===== src/rtl/fir_pkg.sv =====
// fir_pkg: shared types, default sizes and the saturating narrow helper
// for the time-multiplexed FIR MAC sequencer.
package fir_pkg;

  localparam int FIR_TAPS = 20;
  localparam int FIR_AW   = 5;
  localparam int FIR_DW   = 32;
  localparam int FIR_ACCW = 64;
  // Working width of the saturation helper; accumulators up to this width
  // are sign-extended into it before clamping.
  localparam int FIR_SATW = 128;

  typedef enum logic [2:0] {
    CLEAR,
    IDLE,
    RUN,
    DRAIN,
    OUT
  } fir_state_e;

  // Clamp a signed value into the signed range of a dw-bit result.
  function automatic logic signed [FIR_SATW-1:0] sat_narrow(
    input logic signed [FIR_SATW-1:0] v,
    input int                         dw
  );
    logic signed [FIR_SATW-1:0] mx;
    logic signed [FIR_SATW-1:0] mn;
    mx = (FIR_SATW'(1) << (dw - 1)) - FIR_SATW'(1);
    mn = ~mx;
    if (v > mx)      sat_narrow = mx;
    else if (v < mn) sat_narrow = mn;
    else             sat_narrow = v;
  endfunction

endpackage


===== src/rtl/fir_mac.sv =====
// fir_mac: registered signed multiply-accumulate. Full DW x DW product,
// sign-extended (or truncated) to ACCW, wrap-around accumulation.
module fir_mac
  import fir_pkg::*;
#(
  parameter int DW   = FIR_DW,
  parameter int ACCW = FIR_ACCW
) (
  input  logic            clk,
  input  logic            nRst,
  input  logic            clear,
  input  logic            en,
  input  logic [DW-1:0]   a,
  input  logic [DW-1:0]   b,
  output logic [ACCW-1:0] acc
);

  logic signed [2*DW-1:0] prod;

  assign prod = $signed(a) * $signed(b);

  // Accumulator: clear wins over enable.
  always_ff @(posedge clk or negedge nRst) begin
    if (!nRst)      acc <= '0;
    else if (clear) acc <= '0;
    else if (en)    acc <= acc + ACCW'(prod);
  end

endmodule


===== src/rtl/fir_mac_sequencer.sv =====
// fir_mac_sequencer: single-MAC FIR. Accepts one sample per handshake,
// writes it into an external circular sample RAM, walks all taps through
// one MAC and presents the result on a valid/ready output.
// Build macro FIR_SEQ_SAT_EN: saturate the accumulator into DW bits
// instead of plain truncation.
module fir_mac_sequencer
  import fir_pkg::*;
#(
  parameter int TAPS = FIR_TAPS,
  parameter int AW   = FIR_AW,
  parameter int DW   = FIR_DW,
  parameter int ACCW = FIR_ACCW
) (
  input  logic          clk,
  input  logic          nRst,
  input  logic          in_valid,
  output logic          in_ready,
  input  logic [DW-1:0] in_data,
  output logic          smp_we,
  output logic [AW-1:0] smp_waddr,
  output logic [DW-1:0] smp_wdata,
  output logic [AW-1:0] smp_raddr,
  input  logic [DW-1:0] smp_rdata,
  output logic [AW-1:0] coef_raddr,
  input  logic [DW-1:0] coef_rdata,
  output logic          out_valid,
  input  logic          out_ready,
  output logic [DW-1:0] out_data,
  output logic          busy
);

  localparam logic [AW-1:0] LAST   = AW'(TAPS - 1);
  localparam logic [AW:0]   TAPS_X = (AW + 1)'(TAPS);

  fir_state_e      state, state_nxt;
  logic [AW-1:0]   wptr;
  logic [AW-1:0]   clr_cnt;
  logic [AW-1:0]   k;
  logic            clr_go;
  logic            hs;
  logic            out_hs;
  logic            mac_en;
  logic [ACCW-1:0] acc;

  assign hs     = in_valid & in_ready;
  assign out_hs = out_valid & out_ready;
  assign busy   = (state != IDLE);

  // Next state plus the combinational memory-port drive for this cycle.
  always_comb begin
    state_nxt  = state;
    smp_we     = 1'b0;
    smp_waddr  = wptr;
    smp_wdata  = in_data;
    smp_raddr  = '0;
    coef_raddr = '0;
    mac_en     = 1'b0;
    unique case (state)
      CLEAR: begin
        // clr_go holds off the first zero write until the first edge
        // after reset, so smp_we stays low while nRst is asserted.
        smp_we    = clr_go;
        smp_waddr = clr_cnt;
        smp_wdata = '0;
        if (clr_go && clr_cnt == LAST) state_nxt = IDLE;
      end
      IDLE: begin
        smp_we = hs;
        if (hs) state_nxt = RUN;
      end
      RUN: begin
        coef_raddr = k;
        // Newest sample sits at wptr; older ones walk backwards and wrap
        // at TAPS, which need not be a power of two.
        if (wptr >= k) smp_raddr = wptr - k;
        else           smp_raddr = AW'({1'b0, wptr} + TAPS_X - {1'b0, k});
        // Read data lags the address by one cycle, so tap 0 lands at k=1.
        mac_en = (k != '0);
        if (k == LAST) state_nxt = DRAIN;
      end
      DRAIN: begin
        mac_en    = 1'b1;
        state_nxt = OUT;
      end
      OUT: begin
        if (out_hs) state_nxt = IDLE;
      end
      default: state_nxt = CLEAR;
    endcase
  end

  // State register with registered handshake flags derived from next state.
  always_ff @(posedge clk or negedge nRst) begin
    if (!nRst) begin
      state     <= CLEAR;
      in_ready  <= 1'b0;
      out_valid <= 1'b0;
      clr_go    <= 1'b0;
    end else begin
      state     <= state_nxt;
      in_ready  <= (state_nxt == IDLE);
      out_valid <= (state_nxt == OUT);
      clr_go    <= (state_nxt == CLEAR);
    end
  end

  // Clear, tap and write-pointer counters.
  always_ff @(posedge clk or negedge nRst) begin
    if (!nRst) begin
      clr_cnt <= '0;
      k       <= '0;
      wptr    <= '0;
    end else begin
      if (state == CLEAR && clr_go)
        clr_cnt <= (clr_cnt == LAST) ? '0 : clr_cnt + 1'b1;
      if (hs)
        k <= '0;
      else if (state == RUN)
        k <= (k == LAST) ? '0 : k + 1'b1;
      if (state == OUT && out_hs)
        wptr <= (wptr == LAST) ? '0 : wptr + 1'b1;
    end
  end

  fir_mac #(
    .DW   (DW),
    .ACCW (ACCW)
  ) u_mac (
    .clk   (clk),
    .nRst  (nRst),
    .clear (hs),
    .en    (mac_en),
    .a     (smp_rdata),
    .b     (coef_rdata),
    .acc   (acc)
  );

  // The accumulator only moves between accept and DRAIN, so the narrowed
  // view of it is stable for the whole OUT state.
`ifdef FIR_SEQ_SAT_EN
  assign out_data = DW'(sat_narrow(FIR_SATW'($signed(acc)), DW));
`else
  assign out_data = DW'(acc);
`endif

endmodule


===== config.mk =====
export PLATFORM = sky130hd
export DESIGN_NAME = fir_mac_sequencer
export DESIGN_NICKNAME = d
export VERILOG_FILES = /design/src/rtl/fir_pkg.sv /design/src/rtl/fir_mac.sv /design/src/rtl/fir_mac_sequencer.sv
export SDC_FILE = /design/constraint.sdc
export NUM_CORES = 1
export LEC_CHECK = 0
export BUFFER_PORTS_ARGS = -buffer_cell sky130_fd_sc_hd__buf_4
export CORE_MARGIN = 8
export CORE_UTILIZATION = 50
export DETAILED_ROUTE_END_ITERATION = 16
export PLACE_DENSITY = 0.69
export SYNTH_ARGS = -nofsm -noshare
export SYNTH_HDL_FRONTEND = slang
export SYNTH_SLANG_ARGS = --single-unit

===== constraint.sdc =====
create_clock -name clk -period 10.2 [get_ports clk]
set_input_delay 1.02 -clock clk [delete_from_list [all_inputs] [get_ports clk]]
set_output_delay 1.02 -clock clk [all_outputs]
set_load 0.05 [all_outputs]

# After elaboration in Yosys (flattened, before gate mapping)
# Cells that the tools add are included.
[totals] latchBits=0 memories=0 wordCells=56 ff_bits=85 mem_bits_ro=0 mem_bits_rw=0 out_inout_bits=83
[classes] order_cmp=1 n_eq_ne=10 n_shift=0 mux=19 n_addsub=7 n_bitwise=2 multipliers=1 div_mod_pow=0 reduce_logical=8
[op_table] op="64-bit 2-to-1 mux" n=2
[op_table] op="64-bit adder" n=1
[op_table] op="32-bit by 32-bit multiplier with 64-bit output" n=1
[op_table] op="5-bit 2-to-1 mux" n=9
[op_table] op="32-bit 2-to-1 mux" n=1
[op_table] op="5-bit by 1-bit adder with 5-bit output (second input constant)" n=3
[op_table] op="5-bit equality test (second input constant)" n=3
[op_table] op="3-bit case mux with 5 select lines" n=1
[op_table] op="3-bit 2-to-1 mux" n=4
[op_table] op="5-bit subtractor" n=2
[op_table] op="3-bit by 1-bit equality test with 1-bit output (second input constant)" n=2
[op_table] op="3-bit by 2-bit equality test with 1-bit output (second input constant)" n=2
[op_table] op="3-bit equality test (second input constant)" n=2
[op_table] op="3-bit logical NOT" n=2
[op_table] op="5-bit adder (second input constant)" n=1
[op_table] op="5-bit greater-or-equal comparator" n=1
[op_table] op="5-bit nonzero test" n=1
[op_table] op="1-bit case mux with 2 select lines" n=2
[op_table] op="2-bit nonzero test" n=2
[op_table] op="1-bit logical AND" n=3
[op_table] op="3-bit by 1-bit inequality test with 1-bit output (second input constant)" n=1
[op_table] op="1-bit bitwise AND" n=2

# Depth between registers and ports, before layout
# Gate-level depths: netlist (run 1).
[logic_depth] ltp_word=5 ltp_mapped=28 mapped_depth_nobuf=26

# Cells and area by module
# Synthesis (run 1) repeated with hierarchy kept, for this count alone.
[unflattened] hier_cells=4790 area_unflattened_um2=44634.1
[modules_own_cells] module="fir_mac" cells_per_inst=4585 area_per_inst_um2=42896.1 seq_area_each_um2=1601.5 n_inst=1
[modules_own_cells] module="fir_mac_sequencer" cells_per_inst=205 area_per_inst_um2=1737.9 seq_area_each_um2=525.5 n_inst=1

# Worst setup path after synthesis (run 1)
# No wires, ideal clock.
[synth_path] path_type="in2reg" startpoint="input port coef_rdata[2]" endpoint="register u_mac.acc[31]" n_path_buf=2 path_slack_ns=2.603 stages=26 required_ns=10.122 arrival_ns=7.519 setup_time_ns=0.078 path_cell_list="clkbuf_1 -> clkbuf_1 -> nand2_1 -> fa_1 -> inv_1 -> fa_1 -> inv_1 -> fa_1 -> fa_1 -> inv_1 -> fa_1 -> fa_1 -> fa_1 -> inv_1 -> fa_1 -> inv_1 -> ha_1 -> nand4_2 -> nor2_4 -> nand2_2 -> nor4_2 -> nor3_1 -> o41ai_2 -> xnor2_1 -> nand2_1 -> a21oi_1"
[synth_via] elab_chain_cells=4
[synth_lines] item="start, declared" line_no="fir_mac_sequencer.sv:25" rtl="input logic [DW-1:0] coef_rdata,"
[synth_lines] item="32-bit by 32-bit multiplier with 64-bit output" line_no="fir_mac.sv:20" rtl="assign prod = $signed(a) * $signed(b);"
[synth_lines] item="64-bit adder" line_no="fir_mac.sv:26" rtl="else if (en) acc <= acc + ACCW'(prod);"
[synth_lines] item="64-bit 2-to-1 mux" line_no="fir_mac.sv:26"
[synth_lines] item="64-bit 2-to-1 mux" line_no="fir_mac.sv:25" rtl="else if (clear) acc <= '0;"
[synth_lines] item="end signal, assigned" line_no="fir_mac.sv:26"
[synth_lines] item="end, declared" line_no="fir_mac.sv:15" rtl="output logic [ACCW-1:0] acc"
# No other way between the ends. The select of a mux whose other input is x is not followed.
# A chain may end at the register's enable or synchronous reset.

# Worst setup path after layout (run 1)
# Ends and elaborated chain as after synthesis.

==> results.ini, run 1 <==
[timing]
max_clock_freq_mhz=125
skew_ns=0.00372
final-setup-viol-count=0
drv_slew=0
max_slew_margin=0.272
rsz0062_at_grt=no
worst_pin_slew_ns=1.09
setup_tns_ns=0
min_period_over_period=0.787
post-route-min-period_ns=8.03
final_hold_viol_count=0

[logic_synthesis]
syn_area_um2=20100
synthTopCellsByCount=inv_1 (541), fa_1 (442), nand2_1 (305), and2_1 (297), ha_1 (164)
synth_top_area_frac=0.439
syn_area_per_cell_um2=8.89
synth-seq-area-share=0.0659
syn_nets=2972
yosysUniqueCellTypes=55
synth_most_common_cell=inv_1
yosysWarnings=0
ys.flop_type=dfrtp_1
synthArstFlopShare=1.00
synth_cells=2266
yosys.area.top_type=fa_1
synth.area.top_cells=fa_1 (44%), ha_1 (10%), inv_1 (10%)
ys_seq_elements=53
synth_edf_count=0

[worst_setup_path]
worstRegToRegCells=22
r2r_setup_slack_ns=2.77
startpoint=coef_rdata[2]
required_ns=10.43
critPathCaptureType=flip-flop
crit_end=u_mac.acc[31]
critPathLaunchType=input port
r2r-end=u_mac.acc[31]
cp.arrival_ns=8.26
path_max_fanout=30
reg2reg_from=u_mac.acc[23]
criticalPathCategory=in -> reg

[cells_and_area]
drive_gt1_frac=0.0904
num_antenna_cells=0
fillers=3596
syn2layout_area_growth_pct=9.08
final_nets=3061

[global_route]
grt_pass1_vias=16800
overflow=0
antenna_found_initial=0
track_usage=0.234
grt_max_degree=54
grt_pass1_wl_mm=87.9

[place]
dpl.hpwl_mm=43.9
portBuffers=182
gp_congestion=0.890

[clock_network]
clkLatencyLatePin_ns=0.30
cts_resized=0
cts.path.max_buffers=2
clkTransAtPathRegs_ns=0.08
cts_hold_buf=0
cts_buffers=5
htree_levels=2
cts_tree=done
root_buffer=clkbuf_16
cts_sinks=53
post_cts_buffers=0

[route]
via_count=15100
top_layer_used=met4
viasPerCell=5.25
drt-wirelength-per-cell_um=18.6
detail_route.first_pass.iterations=8
met2_length_mm=25.5
antenna_left=0
met3_wirelength_mm=4.05
met1_length_mm=22.3
initialDrtViolationCount=860
drc=0
drt_wl_total_mm=53.5

[die]
start_util=0.507
dieHeight_um=217
dieArea_um2=46900
core_area_um2=39700
io-pin-count=183
die_w_um=217
core.rowCount=73

[hold_path]
min_path_type=reg -> reg
hp-start=u_mac.acc[29]

[run]
cap_viol_max_count=0

[outcome]
status=finished clean

==> cells by family (layout without fill, tap and decap cells) <==
family / after synthesis / count (layout) / share of synthesized area
simple gates: 726 / 726 / 0.183
xor+xnor: 91 / 91 / 0.0409
fa+ha+maj: 606 / 606 / 0.541
compound gates: 142 / 142 / 0.0456
buf+inv: 643 / 733 / 0.120
mux: 5 / 5 / 0.00273
flops: 53 / 53 / 0.0659
==> per-layer routing <==
layer  vias to the layer above  GRT usage
met5                         -          0
met4                         0     0.0697
met3                        92     0.0511
met2                       577      0.383
met1                      7717      0.308
li1                       6745          -
==> state kept, by name, indices dropped and copies added, names as in the netlist <==
signal	flops
in_ready	1
clr_cnt	5
wptr	5
out_valid	1
state	3
k	5
u_mac.acc	32
clr_go	1
==> worst min-delay path by stage <==
stage	to	slack (ns)	cells after the start
finish	u_mac.acc[29]	0.55	2
CTS	u_mac.acc[29]	0.56	2
global placement	u_mac.acc[7]	0.53	2
floorplan	clr_cnt[3]	0.51	1
global route	u_mac.acc[29]	0.57	2
detailed placement	u_mac.acc[29]	0.54	2
==> cell usage in the layout, fill, tap and decap left out, types with 27 or more instances in the layout <==
cell type,instances
fa_1,442
xnor2_1,69
a21oi_1,54
buf_4,184
a21o_1,27
nor2_1,36
nor2b_1,37
nand2_1,305
inv_1,541
and2_1,297
dfrtp_1,53
ha_1,164
==> layout make-up <==
cell class / instances / area, um2 / area share
clock inverters: 3 / 33.8 / 0.00154
clock buffers: 5 / 125 / 0.00570
well taps: 525 / 657 / 0.0299
repair buffers: 184 / 1380 / 0.0629
multi-input cells: 1570 / 16400 / 0.747
flip-flops and latches: 53 / 1330 / 0.0604
inverters: 541 / 2030 / 0.0925
==> critical path: stages <==
cell and delay, ns:
buf_4 0.22, and2_1 0.23, fa_1 0.53, inv_1 0.05
fa_1 0.49, fa_1 0.50, fa_1 0.56, inv_1 0.05
fa_1 0.49, fa_1 0.52, fa_1 0.49, inv_1 0.05
fa_1 0.50, inv_1 0.07, ha_1 0.43, nand4_2 0.19
nor2_4 0.22, nand2_2 0.09, nor4_2 0.47, nor3_1 0.16
o41ai_2 0.49, xnor2_1 0.16, nand2_1 0.06, a21oi_1 0.18
==> metrics by stage <==
step | worst slack [ns] | std cells | utilization | hold WS (ns) | instance area, um2
floorplan | 2.60 | 2266 | - | 0.512 | 20100
global placement | 1.99 | 2873 | 0.549 | 0.533 | 21800
detailed placement | 1.89 | 2873 | 0.549 | 0.545 | 21800
CTS | 2.21 | 2881 | 0.553 | 0.556 | 22000
global route | 1.86 | 2881 | 0.553 | 0.575 | 22000
finish | 2.17 | 2881 | 0.553 | 0.554 | 22000
Power of run 1 is not shown: default switching activity piles up to over one toggle a cycle in this logic, so the estimate is an artifact.
==> inputs of run 2 (changes only) <==
clock period = 7.4 ns   (was 10.2 ns; I/O delays follow)
==> run 2 against run 1 <==
  * Final cell count rose by 4.2%
  * Critical path depth increased by 1
  * Die area did not move
  * First-iteration DRC count shrank 5.3%
  * Clock skew is 0.0092 ns higher
  * Register-to-register slack got worse by 2.3 ns
  * Core utilization rose by 2.9 points
  * Non-clock buffer count is 120 higher
  * Wire length grew 2.6%
==> results.ini, run 2 (same netlist as run 1, synthesis figures left out) <==
[outcome]
status=finished clean

[run]
cap_viol_max_count=0  ; unchanged

[timing]
drv_slew=0  ; unchanged
rsz0062_at_grt=yes
final-setup-viol-count=0  ; unchanged
skew_ns=0.0129  ; +0.00917 ns
max_clock_freq_mhz=139
holdWs_ns=0.486  ; -0.0686 ns
max_slew_margin=0.490  ; +0.218
min_period_over_period=0.969
worst_pin_slew_ns=0.766  ; -0.327 ns
setup_tns_ns=0  ; unchanged
post-route-min-period_ns=7.17
final_hold_viol_count=0  ; unchanged

[cells_and_area]
fin_util=0.582  ; +0.0289
syn2layout_area_growth_pct=14.8
final_common_cell=inv_1
final_nets=3181  ; +3.9%
num_antenna_cells=0  ; unchanged
largest_reg_flops=32  ; unchanged
largest_register=u_mac.acc
final_cell_mix=inv_1 (541), fa_1 (441), nand2_1 (305)
drive_gt1_frac=0.142  ; +0.0514
instances_no_fill=3001  ; +4.2%

[place]
gp_congestion=0.900  ; +1.1%
dpl.hpwl_mm=47.9  ; +8.9%
portBuffers=182  ; unchanged
dp.cells=2993  ; +4.2%

[clock_network]
cts_tree=done
cts_hold_buf=0  ; unchanged
clkLatencyLatePin_ns=0.31  ; about the same
cts_resized=0  ; unchanged
clkTransAtPathRegs_ns=0.09  ; about the same
cts_buffers=5  ; unchanged
post_cts_buffers=0  ; unchanged
cts_sinks=53  ; unchanged
cts.path.max_buffers=2  ; unchanged
htree_levels=2  ; unchanged
root_buffer=clkbuf_16

[die]
dieArea_um2=46900  ; unchanged
die_w_um=217  ; unchanged
start_util=0.507  ; unchanged
io-pin-count=183  ; unchanged
dieHeight_um=217  ; unchanged
core.rowCount=73  ; unchanged
core_area_um2=39700  ; unchanged

[route]
detail_route.first_pass.iterations=5  ; -3
drc=0  ; unchanged
via_count=15500  ; +2.1%
viasPerCell=5.15  ; -2.0%
initialDrtViolationCount=814  ; -5.3%
drt_wl_total_mm=54.9  ; +2.6%
antenna_left=0  ; unchanged
drt-wirelength-per-cell_um=18.3  ; -1.5%

[global_route]
overflow=0  ; unchanged
grt_pass1_wl_mm=90.0  ; +2.3%
grt_pass1_vias=16900  ; +0.45%
track_usage=0.239  ; +0.00583
antenna_found_initial=0  ; unchanged
grt_max_degree=54  ; unchanged

[worst_setup_path]
criticalPathCategory=in -> reg
cp.arrival_ns=7.34  ; -0.92 ns
cp_num_buf_inv=6  ; +1
slowest_stage=fa_1
required_ns=7.57  ; -2.86 ns
path_max_fanout=12  ; -60%
critPathCaptureType=flip-flop
crit_family=adder cells
critPathLaunchType=input port
cpMostUsedCell=fa_1
slowest_delay_ns=0.55  ; about the same

[hold_path]
min_path_type=in -> async

## run 2: changes by cell type in the layout (fill, tap and decap cells not counted), moves of 2 or more
cell	previous run	this run
buf_12	0	10
a21oi_2	2	4
ha_4	0	4
a21oi_1	54	52
and3_2	0	2
nand3_1	6	4
or3_1	4	2
ha_1	164	160
buf_4	184	294
nand3_2	0	2
and3_1	5	3
or3_4	0	2
## run 2: routing by layer
layer  global-route usage  vias up  wire length (um)
met1                0.323     7892             23300
met3               0.0414       57              3680
li1                     -     6997                 -
met4               0.0413        0               885
met2                0.406      507             27000
met5                    0        -                 0
## run 2: through the flow
step	cell area, um2	setup slack, ns
final	23100	0.226
after global routing	23100	-0.0375
after CTS	23000	0.204
after detailed placement	22800	-0.0909
after global placement	22800	-0.0653
after floorplan	20100	0.0825
## run 2: layout make-up
cell class | count | area [um2]
clock buffers | 5 | 125
well taps | 525 | 657
inverters | 541 | 2030
fillers | 3538 | 16600
multi-input cells | 1570 | 16500
flip-flops and latches | 53 | 1330
repair buffers | 304 | 2410
clock inverters | 3 | 28.8
## run 2: worst register-to-register path, delay by kind of cell (launching register included)
kind,cells,cell delay (ns)
fa+ha+maj,9,4.35
simple gates,6,0.89
compound gates,2,0.51
buf+inv,7,0.49
flops,1,0.44
xor+xnor,1,0.16
## run 2: worst paths after layout
path,start,endpoint,slack (ns),cells after the start
worst max-delay path,smp_rdata[9],u_mac.acc[25],0.23,25
worst min-delay path,nRst,u_mac.acc[7],0.49,1
worst max register to register,u_mac.acc[25],u_mac.acc[31],0.47,25
worst min register to register,u_mac.acc[14],u_mac.acc[14],0.55,2
max in group asynchronous,nRst,u_mac.acc[25],6.44,1
min in group clk,u_mac.acc[14],u_mac.acc[14],0.55,2
Power of run 2 is left out for the same reason.
==> inputs of run 3 (changes only) <==
CORE_ASPECT_RATIO = 0.8   (was default)
HOLD_SLACK_MARGIN = 0.12   (was default)
==> run 3 against run 2 <==
  * Wire length up 1.4%
  * Worst hold slack better by 0.0054 ns
  * Global-route usage rose by 0.61 points
  * First-iteration DRC count is 5.5% higher
  * Sequential share of layout area barely moved
  * Sequential cell count stayed put
  * Die area about the same
  * Final area fell by 0.27%
  * Clock skew shrank 0.0066 ns
  * Critical path depth increased by 1
  * Final cell count increased by 0.20%
  * Critical endpoint is now u_mac.acc[28]
  * Largest cell class unchanged
  * Highest routed layer unchanged
==> results.ini, run 3 (same netlist as run 1, synthesis figures left out) <==
[die]
die_w_um=240  ; +11%
core.rowCount=65  ; -11%
io-pin-count=183  ; unchanged
core_area_um2=39600  ; -0.32%
dieHeight_um=195  ; -9.8%
start_util=0.508  ; +0.00160
dieArea_um2=47000  ; about the same

[route]
drc=0  ; unchanged
drt_wl_total_mm=55.7  ; +1.4%
via_count=15500  ; +0.56%
detail_route.first_pass.iterations=5  ; unchanged
initialDrtViolationCount=859  ; +5.5%
antenna_left=0  ; unchanged
viasPerCell=5.17  ; +0.36%
drt-wirelength-per-cell_um=18.5  ; +1.2%

[global_route]
grt_pass1_vias=17000  ; +0.90%
grt_util_met3=0.0507  ; +0.00930
grt_pass1_wl_mm=91.6  ; +1.8%
top_usage_layer=met2
track_usage=0.246  ; +0.00609
met1_usage=0.357  ; +0.0345
overflow=0  ; unchanged
grt_use_met2=0.374  ; -0.0318
antenna_found_initial=0  ; unchanged
grt_max_degree=54  ; unchanged

[timing]
drv_slew=0  ; unchanged
final_hold_viol_count=0  ; unchanged
max_slew_margin=0.305  ; -0.184
min_period_over_period=0.975  ; +0.00581
final-setup-viol-count=0  ; unchanged
post-route-min-period_ns=7.22  ; +0.0430 ns
holdWs_ns=0.491  ; +0.00545 ns
worst_pin_slew_ns=1.04  ; +0.276 ns
fin_ws_ns=0.183  ; -0.0430 ns
skew_ns=0.00628  ; -0.00661 ns
rsz0062_at_grt=yes
max_clock_freq_mhz=139  ; -0.60%

[worst_setup_path]
path_max_fanout=23  ; +11
cp.arrival_ns=7.45  ; +0.11 ns
critPathLaunchType=input port
required_ns=7.63  ; +0.06 ns
critPathCaptureType=flip-flop
criticalPathCategory=in -> reg

[clock_network]
htree_levels=2  ; unchanged
root_buffer=clkbuf_16
cts_hold_buf=0  ; unchanged
cts_tree=done
cts_sinks=53  ; unchanged
cts_buffers=5  ; unchanged
clkTransAtPathRegs_ns=0.08  ; about the same
cts.path.max_buffers=2  ; unchanged
clkLatencyLatePin_ns=0.30  ; about the same

[cells_and_area]
largest_register=u_mac.acc
drive_gt1_frac=0.138  ; -0.00370
final_cell_mix=inv_1 (540), fa_1 (441), nand2_1 (305)
final_nets=3175  ; -0.19%
largest_reg_flops=32  ; unchanged
syn2layout_area_growth_pct=14.5
final_common_cell=inv_1

[place]
gp_congestion=0.896  ; -0.44%
portBuffers=182  ; unchanged
dpl.hpwl_mm=48.3  ; +0.96%
dp_slack_ns=-0.194  ; -0.103 ns

[outcome]
status=finished clean

[hold_path]
min_path_type=in -> async

[run]
cap_viol_max_count=0  ; unchanged

-- run 3: cell type report --
type / count / area (um2)
Clock buffer: 5 / 125
Timing Repair Buffer: 298 / 2340
Tap cell: 536 / 671
Clock inverter: 3 / 47.5
Inverter: 541 / 2030
Antenna cell: 1 / 2.50
Sequential cell: 53 / 1330
Fill cell: 3566 / 16600
Multi-Input combinational cell: 1570 / 16500
-- run 3: path summary, 6_finish.rpt --
| kind | start | endpoint | slack, ns | cells after the start |
|---|---|---|---|---|
| setup / recovery | coef_rdata[4] | u_mac.acc[28] | 0.18 | 26 |
| hold / removal | nRst | clr_cnt[3] | 0.49 | 1 |
| setup reg to reg | u_mac.acc[22] | u_mac.acc[28] | 0.46 | 24 |
| hold reg to reg | k[1] | k[1] | 0.55 | 2 |
| max in group asynchronous | nRst | u_mac.acc[8] | 6.39 | 1 |
| min in group clk | k[1] | k[1] | 0.55 | 2 |
-- run 3: per-stage QoR --
| stage | setup TNS, ns | std cells | area [um2] | utilization |
|---|---|---|---|---|
| 6_report | 0 | 3007 | 23100 | 0.582 |
| 5_1_grt | -0.0670 | 3006 | 23000 | 0.582 |
| 4_1_cts | 0 | 3005 | 22900 | 0.579 |
| 3_5_place_dp | -0.429 | 2997 | 22800 | 0.575 |
| 3_3_place_gp | -0.126 | 2997 | 22800 | 0.575 |
| 2_1_floorplan | 0 | 2266 | 20100 | - |
-- run 3: metal layers --
metal | routed length (um) | vias to the layer above
met5 | 0 | -
met4 | 1260 | 0
met3 | 4440 | 82
met2 | 24900 | 553
met1 | 25100 | 7926
li1 | - | 6979
-- run 3: worst max-delay path, stage by stage --
cell	delay (ns)
buf_4	0.20
and2_1	0.21
fa_1	0.48
inv_1	0.05
fa_1	0.51
fa_1	0.46
fa_1	0.55
inv_1	0.05
fa_1	0.49
fa_1	0.46
fa_1	0.51
inv_1	0.05
fa_1	0.48
inv_1	0.05
ha_1	0.30
buf_4	0.17
a21oi_1	0.14
nor2b_1	0.06
o21ai_0	0.17
nand2b_1	0.13
or3_1	0.37
a211oi_4	0.23
buf_4	0.16
o21a_1	0.12
o21ai_1	0.09
a21oi_1	0.19
-- run 3: what timing repair did --
action / CTS / global route
setup buffers: 0 / 1
endpoints found under the setup margin: 0 / 7
resized for setup: 0 / 17
Power of run 3 is left out for the same reason.
